$ cat config.mk
export PLATFORM = sky130hd
export DESIGN_NAME = bounce_gen_flat
export DESIGN_NICKNAME = d
export VERILOG_FILES = /design/src/rtl/bounce_if.sv /design/src/rtl/bounce_gen.sv /design/src/flat_wrapper.sv
export SDC_FILE = /design/constraint.sdc
export NUM_CORES = 1
export LEC_CHECK = 0
export ABC_AREA = 0
export BUFFER_PORTS_ARGS = -buffer_cell sky130_fd_sc_hd__buf_2
export CAP_MARGIN = 5
export CORE_ASPECT_RATIO = 0.75
export CORE_MARGIN = 8
export CORE_UTILIZATION = 55
export CTS_BUF_LIST = sky130_fd_sc_hd__clkbuf_8
export DETAILED_ROUTE_END_ITERATION = 7
export PLACE_DENSITY = 0.72
export SYNTH_ARGS = -nofsm -noshare
export SYNTH_HDL_FRONTEND = slang
export SYNTH_SLANG_ARGS = --single-unit
$ cat constraint.sdc
create_clock -name clk -period 2.2 [get_ports clk]
set_clock_uncertainty 0.2 [all_clocks]
set_input_delay 0.44 -clock clk [delete_from_list [all_inputs] [get_ports clk]]
set_output_delay 0.44 -clock clk [all_outputs]
set_load 0.005 [all_outputs]
$ cat src/rtl/bounce_if.sv
// Bounce generator bus: the requested clean level going in, the bouncy
// emulated switch output and the burst-in-progress flag coming out.
interface bounce_if;
    logic btn_in;
    logic sw_out;
    logic busy;

    modport master (output btn_in, input sw_out, input busy);
    modport slave  (input btn_in, output sw_out, output busy);
endinterface

$ cat src/rtl/bounce_gen.sv
// Mechanical switch emulator: every change of the requested level produces
// one immediate edge followed by 2*N_BOUNCES pseudo-randomly spaced toggles
// before the output settles on the new level.
module bounce_gen #(
    parameter int N_BOUNCES = 6,
    parameter int GAP_BITS  = 8
) (
    input  logic     clk,
    input  logic     rst,
    bounce_if.slave  bus
);

    localparam logic [0:0] IDLE   = 1'b0;
    localparam logic [0:0] BOUNCE = 1'b1;

    // Toggle counter must hold 2*N_BOUNCES; keep at least one bit when N_BOUNCES is 0.
    localparam int TW = (N_BOUNCES == 0) ? 1 : $clog2(2 * N_BOUNCES + 1);

    localparam logic [TW-1:0]     T_LOAD    = TW'(2 * N_BOUNCES);
    localparam logic [TW-1:0]     T_ONE     = TW'(1);
    localparam logic [GAP_BITS:0] GAP_ONE   = (GAP_BITS + 1)'(1);
    localparam logic [15:0]       LFSR_SEED = 16'hACE1;

    logic [0:0]        state;
    logic              level;
    logic              target;
    logic              sw_q;
    logic [GAP_BITS:0] gap_cnt;
    logic [TW-1:0]     tog_cnt;
    logic [15:0]       lfsr;
    logic              lfsr_fb;
    logic [GAP_BITS:0] next_gap;

    // Taps 16,14,13,11 in right-shift Fibonacci form; a non-zero seed never reaches 0.
    assign lfsr_fb = lfsr[0] ^ lfsr[2] ^ lfsr[3] ^ lfsr[5];

    // Gap is one extra bit wide so the all-ones random value plus one cannot wrap.
    assign next_gap = {1'b0, lfsr[GAP_BITS-1:0]} + GAP_ONE;

    // Free-running random source, advancing every cycle regardless of state.
    always_ff @(posedge clk or posedge rst) begin
        if (rst) begin
            lfsr <= LFSR_SEED;
        end else begin
            lfsr <= {lfsr_fb, lfsr[15:1]};
        end
    end

    // Burst control: start a burst on a level change, toggle when the gap expires, settle on target.
    always_ff @(posedge clk or posedge rst) begin
        if (rst) begin
            state   <= IDLE;
            level   <= 1'b0;
            target  <= 1'b0;
            sw_q    <= 1'b0;
            gap_cnt <= '0;
            tog_cnt <= '0;
        end else begin
            case (state)
                IDLE: begin
                    sw_q <= level;
                    if (bus.btn_in != level) begin
                        sw_q <= bus.btn_in;
                        if (N_BOUNCES == 0) begin
                            level <= bus.btn_in;
                        end else begin
                            target  <= bus.btn_in;
                            tog_cnt <= T_LOAD;
                            gap_cnt <= next_gap;
                            state   <= BOUNCE;
                        end
                    end
                end
                BOUNCE: begin
                    if (gap_cnt == GAP_ONE) begin
                        sw_q    <= ~sw_q;
                        tog_cnt <= tog_cnt - T_ONE;
                        gap_cnt <= next_gap;
                        if (tog_cnt == T_ONE) begin
                            level <= target;
                            state <= IDLE;
                        end
                    end else begin
                        gap_cnt <= gap_cnt - GAP_ONE;
                    end
                end
                default: begin
                    state <= IDLE;
                end
            endcase
        end
    end

    assign bus.sw_out = sw_q;
    assign bus.busy   = (state == BOUNCE);

endmodule

$ cat src/flat_wrapper.sv
// flat-port wrapper written by rule: the top's interface ports become plain ports
module bounce_gen_flat 
#(
    parameter int N_BOUNCES = 6,
    parameter int GAP_BITS  = 8
)
  (clk, rst, bus_btn_in, bus_sw_out, bus_busy);
  bounce_if bus_i ();
  input  logic clk;
  input  logic rst;
  input wire logic [$bits(bus_i.btn_in)-1:0] bus_btn_in;
  output wire logic [$bits(bus_i.sw_out)-1:0] bus_sw_out;
  output wire logic [$bits(bus_i.busy)-1:0] bus_busy;
  assign bus_i.btn_in = bus_btn_in;
  assign bus_sw_out = bus_i.sw_out;
  assign bus_busy = bus_i.busy;
  bounce_gen #(.N_BOUNCES(N_BOUNCES), .GAP_BITS(GAP_BITS)) u_core (.clk(clk), .rst(rst), .bus(bus_i));
endmodule
==> results of run 1 <==
## repair_timing
action | in CTS | in global routing
setup endpoints to repair | 6 | 7
pin swaps | 1 | 1
gates resized for setup | 2 | 1
buffers inserted | 0 | 1
endpoints found under the hold margin | 0 | 0
## state kept, by name, summed over array words and instances (netlist names)
register	cells
u_core.level	1
u_core.tog_cnt	4
u_core.target	1
u_core.gap_cnt	9
u_core.lfsr	16
u_core.bus.busy	1
u_core.bus.sw_out	1
## area by class of cell
cell class	instances	area, um2
clock buffers	7	96.3
clock inverters	1	5.00
fillers	216	852
inverters	7	26.3
multi-input cells	101	692
flip-flops and latches	33	836
well taps	36	45.0
repair buffers	16	110
## worst paths after layout
kind,start,end,slack (ps),cells after the start
max,u_core.gap_cnt[1],u_core.level,90,7
min,rst,u_core.gap_cnt[4],30,3
max reg2reg,u_core.gap_cnt[1],u_core.level,90,7
min reg2reg,u_core.lfsr[12],u_core.lfsr[11],150,0
max in group asynchronous,rst,u_core.lfsr[13],1440,3
min in group clk,u_core.lfsr[12],u_core.lfsr[11],150,0
## critical path: stages (launching register included)
cell and delay, ps:
dfrtp_1 400, inv_1 90, ha_1 170, nor2b_2 220, nand4_2 150, nor4_2 280
buf_4 160, mux2_1 320
## where the power goes
group	total, W	leakage, nW	switching, W	internal, W
clock network	0.000496	0.0542	0.000213	0.000283
logic	0.0000186	0.339	0.0000141	0.00000451
registers	0.000609	0.378	0.000000511	0.000608
total	0.00112	0.772	0.000228	0.000895
## cells in the final DEF, fill, tap and decap left out, drive strengths merged, types with 3 or more instances in the layout
cell type | netlist | layout
dfrtp | 25 | 25
a211oi | 4 | 4
nand2 | 11 | 11
o21ai | 11 | 11
or3 | 4 | 4
buf | 2 | 16
a211o | 4 | 4
a21oi | 6 | 6
clkbuf | 3 | 7
nor3b | 3 | 3
nor2 | 7 | 7
nor3 | 5 | 5
dfstp | 8 | 8
xnor2 | 4 | 4
xor2 | 4 | 4
ha | 5 | 5
inv | 7 | 7
nand3 | 10 | 10
## logic make-up (layout without fill, tap and decap cells)
kind of cell	count (synthesis)	after routing	share of synthesized area [%]
simple gates	51	51	18.4
flops	33	33	53.6
buf+inv	12	31	3.05
fa+ha+maj	5	5	4.01
compound gates	35	35	15.0
xor+xnor	8	8	4.49
mux	2	2	1.44
## through the flow
stage	setup TNS, ps	total power (W)	area [um2]	utilization (%)	setup slack (ps)
2_1_floorplan	0	0.000631	1560	-	209
3_3_place_gp	0	0.000638	1690	63.3	25.7
3_5_place_dp	-136	0.000639	1690	63.3	-48.8
4_1_cts	0	0.00113	1800	67.6	34.6
5_1_grt	-4.99	0.00116	1810	68.0	-4.99
6_report	0	0.00112	1810	68.0	89.1
## per-layer routing
layer / track usage, % / routed length [um] / vias up
met2: 20.9 / 1480 / 30
li1: - / - / 564
met5: 0 / 0 / -
met1: 17.9 / 1550 / 577
met3: 6.03 / 211 / 5
met4: 3.76 / 28 / 0
==> out/metrics.cfg, run 1 <==
[setup_path]
critical_path_peak_fanout=3
start_kind=flop
crit_arrival_ps=2070
crit_required_ps=2160
critPathKind=flop to flop
cp-end-kind=flop

[synth]
syn_area_um2=1560
post_synth_num_cell_types=41
synth_top_area_share_pct=40.1
yosys.cell_count.top_type=dfrtp_1
synth_area_per_cell_um2=10.7
synth_common_cells=25 x dfrtp_1, 11 x nand2_1, 10 x nand3_1
syn_inst=146
synth-edff-count=0
ys_ff_latch=33
synth.area.top_cells=dfrtp_1 40%, dfstp_2 13%, ha_1 4.0%, nand3_1 3.2%, o21ai_0 2.9%
async_flop_share_pct=100
yosys_most_used_dff=dfrtp_1
syn_nets=154
yosys.area.top_type=dfrtp_1
ys.warnings.count=0
yosysSeqAreaShare_pct=53.6

[clocking]
htreeDepth=2
clkLatencyLatePin_ps=280
clk_pin_slew_worst_paths_ps=70
root_buffer=clkbuf_8
cts_tree=built
ctsHoldBuffers=0
clockBufferDepth=2
cts-buffers-inserted=5
cts.sinks=33

[place]
port_buffers=4
place.gp.congestion=0.840
placed_cells=192
hpwl_um=2150

[layout]
nets=172
antenna_cells=0
fin_cells=201
area_delta_synth_final_pct=16.0
drive_gt1_share_pct=25.5

[sta]
finalHoldViolCount=0
slew_headroom_pct=63.3
hold_slack_ps=31.8
finalCritPeriodShare_pct=95.9
setup_viol=0
maxClockFrequency_mhz=474
tightest_slew_ps=549
min_period_ps=2110
drv_slew=0

[route]
first_pass_iters=4
drt_wl_total_um=3280
viasPerCell=5.85
wl_per_cell_um=16.3
vias=1176
drc=0
ant_nets=0
initialDrtViolationCount=120

[die]
dieArea_um2=4810
coreArea_um2=2660
fp-row-count=16
start_util_pct=58.6
die_h_um=62.1
die_w_um=77.5
io_pins=5

[run_status]
outcome=complete, no violations

[global_routing]
grt_max_degree=34
grt_pass1_wl_um=5370
grt.total_usage_pct=14.0
grt_pass1_vias=1133
grt_overflow=0
antenna_found_initial=0

[min_path]
hold_class=primary input to asynchronous set/reset pin

[power]
powerDensity_nw_per_um2=621
leakage_nw=0.772
ir_worst_vdd_mv=0.443

[flow_run]
max_cap_violations=0

Note: power is estimated with default switching activity, not from simulation.
==> run 2: changes to the inputs <==
- PLACE_DENSITY: 0.72 -> 0.75
- SETUP_SLACK_MARGIN: not set -> 0.02
- clock period: 2.2 -> 1.85 ns (I/O delays scaled with it)
==> out/metrics.cfg, run 2 (synthesis results as in run 1) <==
[run_status]
outcome=finished, violations left
violations=negative setup slack

[clocking]
clockBufferDepth=2
cts_tree=built
clk_pin_slew_worst_paths_ps=70
root_buffer=clkbuf_8
cts-buffers-inserted=5
clkLatencyLatePin_ps=290
cts.sinks=33
htreeDepth=2

[setup_path]
crit_arrival_ps=1950
crit_path_max_incr_delay_ps=440
critPathKind=flop to flop
crit_buf_inv=3
start_kind=flop
crit_start=u_core.gap_cnt[2]
path_common_cell=buf_6
crit_family=compound AO/OA/AOI/OAI gates
critical_path_peak_fanout=4
worst_path_max_delay_cell=dfrtp_2
cp-end-kind=flop
crit_required_ps=1880
path_cells=nor4_4 > buf_6 > buf_6 > buf_4 > a31oi_4 > a211oi_1 > a221o_1
rr_startpoint=u_core.gap_cnt[2]

[sta]
grt_setup_unrepaired=yes
setup-tns-final_ps=-282
maxClockFrequency_mhz=522
setup_slack_ps=-66.1
finalHoldViolCount=0
finalCritPeriodShare_pct=104
drv_slew=0
setup_viol=7
min_period_ps=1920
tightest_slew_ps=411
slew_headroom_pct=72.6

[layout]
largest_reg_flops=16
mostFrequentLayoutCells=26 x buf_4, 22 x dfrtp_1, 11 x nand2_1
mostFrequentLayoutCell=buf_4
top_register=u_core.lfsr
area_delta_synth_final_pct=36.9
drive_gt1_share_pct=41.7
antenna_cells=0
nets=194
n_fill_cell=137
top_regs=u_core.lfsr (16), u_core.gap_cnt (9), u_core.tog_cnt (4)

[die]
die_w_um=77.5
io_pins=5
coreArea_um2=2660
dieArea_um2=4810
fp-row-count=16
die_h_um=62.1
start_util_pct=58.6

[global_routing]
grt_pass1_wl_um=6330
grt.total_usage_pct=16.5
grt_max_degree=34
grt_overflow=0
grt_pass1_vias=1324
antenna_found_initial=0

[route]
ant_nets=0
vias=1339
drt_wl_total_um=4190
first_pass_iters=5
drc=0
initialDrtViolationCount=123
wl_per_cell_um=18.8
viasPerCell=6.00

[power]
leakage_nw=0.881
ir_worst_vdd_mv=0.607
powerDensity_nw_per_um2=630
power_w=0.00134

[place]
hpwl_um=2290
port_buffers=4
place.gp.congestion=0.920

[flow_run]
max_cap_violations=0

[min_path]
hold_class=flop to flop
min_from=u_core.lfsr[9]

-- run 2: cell types whose count changed in the layout (fill, tap and decap cells not counted), sizes merged --
cell         delta
dlygate4sd3     +1
a31oi           +1
buf            +20
-- run 2: final cells by class --
class / instances / area, um2 / share of cell area [%]
clock buffer: 7 / 96.3 / 4.51
timing repair buffer: 37 / 293 / 13.7
multi-input combinational: 102 / 831 / 38.9
sequential: 33 / 840 / 39.3
tap: 36 / 45.0 / 2.11
clock inverter: 1 / 5.00 / 0.234
inverter: 7 / 26.3 / 1.23
-- run 2: routing by layer --
metal	up-vias	track usage [%]	wire (um)
met1	644	21.3	1770
met2	72	24.4	1950
met3	15	5.60	364
met4	0	6.81	99
met5	-	0	0
li1	608	-	-
-- run 2: timing repair --
| action | 4_1_cts | 5_1_grt |
|---|---|---|
| pin swaps | 4 | 8 |
| resized for setup | 8 | 24 |
| gates cloned | 1 | 0 |
| buffers inserted | 6 | 8 |
| endpoints found under the setup margin | 11 | 14 |
| hold buffers | 1 | 0 |
| hold endpoints to repair | 25 | 0 |
-- run 2: worst register-to-register path: cells and delay by family (launching register included) --
kind / cells / cell delay (ps)
AO/OA/AOI/OAI: 3 / 540
buffers and inverters: 3 / 400
flip-flops: 1 / 440
AND/OR/NAND/NOR: 1 / 290
-- run 2: report_power, final --
group / total (W) / switching [W] / internal, W
sequential: 0.000724 / 0.000000645 / 0.000724
combinational: 0.0000240 / 0.0000174 / 0.00000666
clock: 0.000597 / 0.000261 / 0.000336
-- run 2: worst paths after layout --
path | endpoint | cells past startpoint | slack, ps
setup / recovery | u_core.gap_cnt[7] | 7 | -70
hold / removal | u_core.lfsr[8] | 0 | 150
hold reg to reg | u_core.lfsr[8] | 0 | 150
setup reg to reg | u_core.gap_cnt[7] | 7 | -70
min in group asynchronous | u_core.gap_cnt[5] | 4 | 510
max in group asynchronous | u_core.lfsr[13] | 4 | 600
-- run 2: metrics by stage --
step | setup WS, ps | instance area [um2] | instances | util (%) | hold slack (ps)
after detailed placement | -154 | 1770 | 201 | 66.4 | 135
after floorplan | 0.471 | 1580 | 146 | - | 131
after global placement | -65.5 | 1770 | 201 | 66.4 | 135
after global routing | -142 | 2140 | 223 | 80.2 | 156
after CTS | -58.8 | 1990 | 217 | 74.9 | 148
final | -66.1 | 2140 | 223 | 80.2 | 149
==> run 3: changes to the inputs <==
- BUFFER_PORTS_ARGS: -buffer_cell sky130_fd_sc_hd__buf_2 -> not set
- DONT_BUFFER_PORTS: not set -> 1
- PLACE_DENSITY: 0.75 -> 0.73
- RECOVER_POWER: not set -> 25
==> out/metrics.cfg, run 3 (synthesis results as in run 1) <==
[power]
ir_worst_vdd_mv=0.427
p_comb_share_pct=1.5
p_int_w=0.000983
leakage_nw=0.811
p_sw_share_pct=22.1
clkPwrFrac_pct=41.1
p_switching_w=0.000279
powerDensity_nw_per_um2=639
power_w=0.00126
p_seq_share_pct=57.4

[clocking]
cts-buffers-inserted=5
cts.sinks=33
clk_pin_slew_worst_paths_ps=70
cts_tree=built
htreeDepth=2
clkLatencyLatePin_ps=280
clockBufferDepth=2
root_buffer=clkbuf_8

[sta]
maxClockFrequency_mhz=534
min_period_ps=1870
grt_setup_unrepaired=yes
tightest_slew_ps=501
slew_headroom_pct=66.6
finalHoldViolCount=0
setup_viol=1
setup_slack_ps=-20.9
drv_slew=0
finalCritPeriodShare_pct=101

[setup_path]
critPathKind=flop to flop
timing.rr.end=u_core.gap_cnt[7]
crit_required_ps=1820
reg2reg_slack_ps=-20
crit_arrival_ps=1840
start_kind=flop
critical_path_peak_fanout=4
rr_startpoint=u_core.gap_cnt[0]
cp-end-kind=flop
ff2ff_path_depth=6

[global_routing]
grt_pass1_wl_um=5740
grt_pass1_vias=1172
grt.total_usage_pct=15.0
grt_max_degree=34
grt_overflow=0
antenna_found_initial=0

[route]
viasPerCell=6.00
drt_wl_total_um=3650
vias=1248
ant_nets=0
first_pass_iters=4
drc=0
initialDrtViolationCount=93
wl_per_cell_um=17.6

[layout]
antenna_cells=0
nets=179
mostFrequentLayoutCells=24 x dfrtp_1, 18 x buf_4, 11 x nand2_1
largest_reg_flops=16
top_register=u_core.lfsr
mostFrequentLayoutCell=dfrtp_1
final_cell_area_um2=1970
n_fill_cell=168
area_delta_synth_final_pct=26.5
drive_gt1_share_pct=32.6
top_regs=u_core.lfsr (16), u_core.gap_cnt (9), u_core.tog_cnt (4)

[die]
dieArea_um2=4810
die_h_um=62.1
start_util_pct=58.6
fp-row-count=16
io_pins=5
coreArea_um2=2660
die_w_um=77.5

[place]
place.gp.congestion=0.876
placed_area_um2=1760
hpwl_um=2420
port_buffers=0

[run_status]
outcome=finished, violations left
violations=negative setup slack

[flow_run]
max_cap_violations=0

[min_path]
hold_class=primary input to flop
min_from=bus_btn_in
min_path_cells=2
min_to=u_core.bus.sw_out

run 3: worst max path at each step:
stage	from	endpoint	slack [ps]	cells after the start
2_1_floorplan	u_core.gap_cnt[7]	u_core.level	0.5	4
3_3_place_gp	u_core.gap_cnt[1]	u_core.level	-20	6
3_5_place_dp	u_core.gap_cnt[2]	u_core.gap_cnt[6]	-120	5
4_1_cts	u_core.gap_cnt[1]	u_core.gap_cnt[7]	-8	7
5_1_grt	u_core.gap_cnt[1]	u_core.gap_cnt[7]	-80	7
6_report	u_core.gap_cnt[0]	u_core.gap_cnt[7]	-20	6
run 3: stage by stage:
stage | cells | TNS, ps | hold slack [ps] | util (%) | setup WS, ps
after global placement | 198 | -22.1 | 136 | 66.0 | -16.1
after global routing | 208 | -352 | 54.1 | 74.1 | -76.0
after detailed placement | 198 | -578 | 138 | 66.0 | -124
final | 208 | -20.9 | 40.7 | 74.1 | -20.9
after CTS | 208 | -8.02 | 43.2 | 72.7 | -8.02
after floorplan | 146 | 0 | 131 | - | 0.471
run 3: final cells by class:
cell class,instances,area (um2),share of cell area (%)
clock buffers,5,68.8,3.49
clock inverters,3,13.8,0.698
inverters,7,26.3,1.33
multi-input cells,101,800,40.5
flip-flops and latches,33,837,42.4
well taps,36,45.0,2.28
repair buffers,23,183,9.26
run 3: power by group through the flow:
stage | clock network [W] | logic (W) | registers, W
floorplan | 0 | 0.0000129 | 0.000737
global placement | 0 | 0.0000179 | 0.000737
detailed placement | 0 | 0.0000187 | 0.000737
CTS | 0.000526 | 0.0000203 | 0.000724
global route | 0.000550 | 0.0000229 | 0.000724
finish | 0.000518 | 0.0000195 | 0.000724
run 3: what timing repair did:
action / in CTS / in global routing
cloned: 0 / 0
gates resized for setup: 13 / 13
setup buffers: 1 / 0
endpoints found under the setup margin: 12 / 12
hold buffers: 1 / 0
endpoints found under the hold margin: 25 / 0
pin swaps: 0 / 0
run 3: critical path: stages, from the launching register on:
cell     delay [ps]
dfrtp_1         430
buf_4           170
nor3_2          120
buf_4           150
nand3_1          90
mux2_4          310
a221o_1         280
run 3: layer usage:
metal	track usage [%]	up-vias	part of all wire, %
li1	-	575	-
met2	20.6	44	45
met4	7.04	0	2.5
met5	0	-	0
met3	6.18	14	7.0
met1	19.8	615	46
